[src/rtl/time_set_pkg.sv]
// Shared types and constants for the front-panel time-setting controller.
package time_set_pkg;

  typedef enum logic [2:0] {
    IDLE    = 3'd0,
    EDIT_HH = 3'd1,
    EDIT_MM = 3'd2,
    EDIT_SS = 3'd3,
    LOAD    = 3'd4
  } state_e;

  localparam logic [1:0] FLD_NONE = 2'd0;
  localparam logic [1:0] FLD_HH   = 2'd1;
  localparam logic [1:0] FLD_MM   = 2'd2;
  localparam logic [1:0] FLD_SS   = 2'd3;

  localparam logic [7:0] HH_MAX = 8'h23;
  localparam logic [7:0] MS_MAX = 8'h59;

  // Display blink select for the field being edited in a given state.
  function automatic logic [1:0] field_of(state_e s);
    case (s)
      EDIT_HH: return FLD_HH;
      EDIT_MM: return FLD_MM;
      EDIT_SS: return FLD_SS;
      default: return FLD_NONE;
    endcase
  endfunction

endpackage

[src/rtl/bcd_step.sv]
// Combinational one-step BCD increment/decrement with wrap at MAX.
module bcd_step #(
  parameter logic [7:0] MAX = 8'h59
) (
  input  logic [7:0] value,
  input  logic       inc,
  input  logic       dec,
  output logic [7:0] result
);

  logic [3:0] tens;
  logic [3:0] units;
  logic       bad;

  assign tens  = value[7:4];
  assign units = value[3:0];
  // Out-of-range or non-BCD values snap to 00 on inc and MAX on dec.
  assign bad   = (tens > 4'd9) || (units > 4'd9) || (value > MAX);

  always_comb begin
    // NOTE: default first so every path assigns result and no latch is inferred.
    result = value;
    if (inc && !dec) begin
      if (bad || value == MAX)   result = 8'h00;
      else if (units == 4'd9)    result = {tens + 4'd1, 4'd0};
      else                       result = {tens, units + 4'd1};
    end else if (dec && !inc) begin
      if (bad || value == 8'h00) result = MAX;
      else if (units == 4'd0)    result = {tens - 4'd1, 4'd9};
      else                       result = {tens, units - 4'd1};
    end
  end

endmodule

[src/rtl/time_set_ctrl.sv]
// Edit FSM that walks HH/MM/SS with button pulses and loads the clock counter on commit.
module time_set_ctrl
  import time_set_pkg::*;
#(
  parameter int TIMEOUT_S = 10
) (
  input  logic       clk,
  input  logic       rst,
  input  logic       clk_1hz_tick,
  input  logic       btn_mode,
  input  logic       btn_inc,
  input  logic       btn_dec,
  input  logic [7:0] cur_hh,
  input  logic [7:0] cur_mm,
  input  logic [7:0] cur_ss,
  output logic       set_en,
  output logic       set_load,
  output logic [7:0] set_hh,
  output logic [7:0] set_mm,
  output logic [7:0] set_ss,
  output logic [1:0] edit_field
);

  localparam int CW = $clog2(TIMEOUT_S + 1);

  state_e          state, state_nxt;
  logic [CW-1:0]   to_cnt, cnt_nxt;
  logic [7:0]      hh_next, mm_next, ss_next;
  logic            any_btn;

  bcd_step #(.MAX(HH_MAX)) u_hh (.value(set_hh), .inc(btn_inc), .dec(btn_dec), .result(hh_next));
  bcd_step #(.MAX(MS_MAX)) u_mm (.value(set_mm), .inc(btn_inc), .dec(btn_dec), .result(mm_next));
  bcd_step #(.MAX(MS_MAX)) u_ss (.value(set_ss), .inc(btn_inc), .dec(btn_dec), .result(ss_next));

  assign any_btn = btn_mode | btn_inc | btn_dec;

  always_comb begin
    state_nxt = state;
    cnt_nxt   = to_cnt;
    case (state)
      IDLE: begin
        cnt_nxt = '0;
        if (btn_mode) state_nxt = EDIT_HH;
      end
      EDIT_HH, EDIT_MM, EDIT_SS: begin
        if (btn_mode) begin
          cnt_nxt   = '0;
          state_nxt = (state == EDIT_HH) ? EDIT_MM :
                      (state == EDIT_MM) ? EDIT_SS : LOAD;
        end else if (any_btn) begin
          cnt_nxt = '0;
        end else if (clk_1hz_tick) begin
          // Inactivity abandons the edit without a load strobe.
          if (to_cnt == CW'(TIMEOUT_S - 1)) begin
            cnt_nxt   = '0;
            state_nxt = IDLE;
          end else begin
            cnt_nxt = to_cnt + CW'(1);
          end
        end
      end
      default: begin
        cnt_nxt   = '0;
        state_nxt = IDLE;
      end
    endcase
  end

  // NOTE: sequential state uses <= so all registers update from pre-edge values.
  always_ff @(posedge clk or posedge rst) begin
    if (rst) begin
      state      <= IDLE;
      to_cnt     <= '0;
      set_en     <= 1'b0;
      set_load   <= 1'b0;
      edit_field <= FLD_NONE;
      set_hh     <= 8'h00;
      set_mm     <= 8'h00;
      set_ss     <= 8'h00;
    end else begin
      state      <= state_nxt;
      to_cnt     <= cnt_nxt;
      set_en     <= (state_nxt != IDLE);
      set_load   <= (state_nxt == LOAD);
      edit_field <= field_of(state_nxt);
      if (state == IDLE && btn_mode) begin
        set_hh <= cur_hh;
        set_mm <= cur_mm;
        set_ss <= cur_ss;
      end else if (!btn_mode) begin
        // Mode wins over inc/dec in the same cycle, so the field only steps without it.
        case (state)
          EDIT_HH: set_hh <= hh_next;
          EDIT_MM: set_mm <= mm_next;
          EDIT_SS: set_ss <= ss_next;
          default: ;
        endcase
      end
    end
  end

endmodule

[config.mk]
export PLATFORM = sky130hd
export DESIGN_NAME = time_set_ctrl
export DESIGN_NICKNAME = d
export VERILOG_FILES = /design/src/rtl/time_set_pkg.sv /design/src/rtl/bcd_step.sv /design/src/rtl/time_set_ctrl.sv
export SDC_FILE = /design/constraint.sdc
export NUM_CORES = 1
export LEC_CHECK = 0
export ABC_AREA = 1
export CAP_MARGIN = 20
export CORE_MARGIN = 2
export CORE_UTILIZATION = 60
export DETAILED_ROUTE_END_ITERATION = 7
export DONT_BUFFER_PORTS = 1
export GPL_TIMING_DRIVEN = 0
export PLACE_DENSITY_LB_ADDON = 0.25
export REMOVE_ABC_BUFFERS = 1
export SYNTH_ARGS = -nofsm -noshare
export SYNTH_HDL_FRONTEND = slang
export SYNTH_HIERARCHICAL = 1
export SYNTH_SLANG_ARGS = --single-unit
[constraint.sdc]
create_clock -name clk -period 2.3 [get_ports clk]
set_input_delay 0.115 -clock clk [delete_from_list [all_inputs] [get_ports clk]]
set_output_delay 0.115 -clock clk [all_outputs]
set_load 0.05 [all_outputs]
==> key figures <==
Outcome
  – Status: complete, no violations

Worst setup path
  – CP endpoint kind: register
  – Critical path class: register to register
  – Critical path fanouts, max: 6
  – Crit path largest cell delay: 540 ps
  – CP arrival: 2360 ps
  – R2r startpoint: set_mm[4]
  – Worst R2R End: set_mm[4]
  – CP Launch Type: register
  – Critical-path cell list: inv_1 > ha_1 > nor2_1 > o21a_1 > nor2_4 > nand3_2 > nand2_2 > nand2_1 > nand2_1 > nand2_1 > nand2_1 > nand3_1 > o21a_1
  – Worst Path Buf+Inv: 1
  – CP max stage cell: dfrtp_2
  – Reg2reg setup slack: 120 ps
  – CP required: 2490 ps
  – Cell family with most CP delay: simple AND/OR/NAND/NOR gates
  – CP most frequent cell: nand2_1
  – Reg2reg path depth: 13

Cells and area
  – Most common cell after layout, fill and taps aside: nand2_1
  – Non-filler cells in the finished layout: 577
  – # nets final: 547
  – Most frequent cells in the layout: 155 x nand2_1, 57 x nand3_1, 52 x inv_1
  – # fillers: 495
  – P&R area growth vs syn: 6.62%
  – Layout cells sized above 1: 14.5%
  – Ant diodes: 0

Detailed routing
  – # DRC: 0
  – DR iter-0 viols: 206
  – Vias: 3288
  – DR pass1 iterations: 5
  – Post-DRT Antenna Nets: 0
  – Vias per Instance: 5.70
  – WL/cell: 13.9 um
  – Final wirelength: 8020 um

Place
  – Post-place setup slack: -253 ps
  – Placed cells: 566
  – Final GP Congestion: 0.912
  – DP HPWL: 5870 um
  – IO buf count: 0

STA
  – Setup Skew: 4.81 ps
  – Final Setup Violations: 0
  – Crit path time final: 2180 ps
  – Setup ws final: 123 ps
  – Final period utilization: 94.6%
  – Final Hold Violating Endpoints: 0
  – Worst-Margin Slew: 863 ps
  – Rel. slew slack: 42.4%
  – Fmax achieved: 459 MHz
  – Slew Limit Fails: 0
  – Unrepaired setup endpoints after global routing: no

GRT
  – Global-route wire length before repair: 13400 um
  – Global route overflow: 0
  – Initial antenna violation count: 0
  – Vias in the first global route: 3046
  – Largest net degree at the start of global routing: 29
  – GRT Total Usage: 26.5%

Run
  – Maxcap violations: 0

Synth
  – Post-Synthesis Cells: 501
  – Post-Syn Area: 0.00338 mm^2
  – Avg Inst Size Synth: 6.76 um^2
  – Register area share after synthesis: 25.9%
  – Flops & latches, synth: 35
  – Yosys warns: 6
  – Count of cell types in the netlist: 33

CTS
  – H-Tree Depth: 2
  – CTS root buffer: clkbuf_8
  – Total CTS buffers: 5
  – CTS max path bufs: 2
  – Clock sinks: 35
  – Worst skew pair latency: 290 ps
  – Clock-pin slew on the worst setup and hold paths: 80 ps
  – CTS tree: done

Power and ir drop
  – Pleak: 0.00178 uW
  – Maximum VDD drop: 888 uV
  – Power, Total: 5480 uW
  – Pwr dens: 1520 mW/mm^2

Worst hold path
  – Worst hold path endpoint: to_cnt[0]
  – Hold path cells: 2
  – Worst min path class: input pin to register
  – Hold path start: clk_1hz_tick

Floorplan
  – IO Pins: 58
  – Initial Util: 61.8%
  – Die span in y: 79.1 um
  – Chip width: 79.1 um
  – # rows: 27
  – Die area: 0.00626 mm^2
  – Core region area: 0.00547 mm^2
## power breakdown
part | internal, uW | total, uW | switching (uW)
logic | 1000 | 2650 | 1650
registers | 909 | 2260 | 1360
clock network | 323 | 567 | 244
total | 2230 | 5480 | 3250
## Yosys cell counts
| master | count | area (um^2) |
|---|---|---|
| a21oi_1 | 20 | 100 |
| o21ai_4 | 2 | 32.5 |
| nand3_1 | 57 | 285 |
| nand2_2 | 13 | 81.3 |
| nand3b_1 | 6 | 45.0 |
| inv_4 | 1 | 6.26 |
| o22ai_1 | 1 | 6.26 |
| inv_2 | 3 | 11.3 |
| xor2_1 | 10 | 87.6 |
| buf_6 | 5 | 56.3 |
| buf_2 | 2 | 10.0 |
| nand4_1 | 3 | 18.8 |
| o21ai_2 | 4 | 35.0 |
| o21a_1 | 26 | 195 |
| o21ai_1 | 8 | 40.0 |
| and2_1 | 1 | 6.26 |
| dfrtp_1 | 35 | 876 |
| nor2_1 | 34 | 128 |
| a21oi_4 | 1 | 16.3 |
| nand2_4 | 2 | 22.5 |
| nor2_4 | 7 | 78.8 |
| o21ai_0 | 11 | 55.1 |
| nand2_1 | 155 | 582 |
| nand3_2 | 4 | 40.0 |
| buf_4 | 1 | 7.51 |
| inv_1 | 54 | 203 |
| nor2_8 | 4 | 80.1 |
| xnor2_1 | 1 | 8.76 |
| ha_1 | 13 | 163 |
| nand3_4 | 1 | 17.5 |
| o21bai_1 | 1 | 7.51 |
| nor2_2 | 6 | 37.5 |
| nor3_1 | 9 | 45.0 |
## metal layers
metal	GRT usage [%]	wire [um]	vias to the layer above
met5	0	0	-
met2	46.1	3960	128
met4	7.41	61	0
met3	5.80	599	6
met1	33.2	3400	1530
li1	-	-	1624
## metrics by stage
step                      utilization [%]  TNS (ps)  area, um^2  hold WS, ps
after floorplan                         -         0        3310          256
after global routing                 65.9         0        3610         37.7
final                                65.9         0        3610         9.58
after global placement               62.1     -1200        3400          275
after detailed placement             62.6     -1820        3430          226
after CTS                            65.4         0        3580         10.3
## cell families (layout without fill, tap and decap cells)
family / Yosys count / after routing / synth area share (%)
simple gates: 302 / 302 / 43.4
buf+inv: 66 / 70 / 8.69
flops: 35 / 35 / 25.9
fa+ha+maj: 13 / 13 / 4.81
compound gates: 74 / 74 / 14.4
xor+xnor: 11 / 11 / 2.85
## state kept, by name, indices dropped and copies added, names as in the netlist
name / cells
edit_field: 2
to_cnt: 4
set_load: 1
set_mm: 8
set_ss: 8
set_en: 1
set_hh: 8
state: 3
## how the worst max path moves through the flow
| stage | cells after the start | start | endpoint |
|---|---|---|---|
| 6_report | 13 | set_mm[4] | set_mm[4] |
| 3_5_place_dp | 11 | set_hh[4] | set_hh[4] |
| 4_1_cts | 12 | set_hh[4] | set_hh[1] |
| 5_1_grt | 14 | set_mm[5] | set_mm[1] |
| 3_3_place_gp | 11 | set_hh[4] | set_hh[4] |
| 2_1_floorplan | 11 | set_hh[4] | set_hh[4] |
## cell type report
type,count,area [um^2],area share (%)
multi-input combinational,400,2230,61.7
clock inverter,3,43.8,1.21
sequential,35,901,25.0
tap,72,90.1,2.50
timing repair buffer,4,57.6,1.60
clock buffer,5,68.8,1.91
inverter,58,220,6.10
## what timing repair did
action,4_1_cts,5_1_grt
hold buffers,3,0
setup endpoints to repair,17,20
resized for setup,6,16
cloned,0,0
buffers inserted,0,0
pin swaps,0,0
hold endpoints to repair,22,0
No activity file was read; power rests on OpenSTA's default activity.
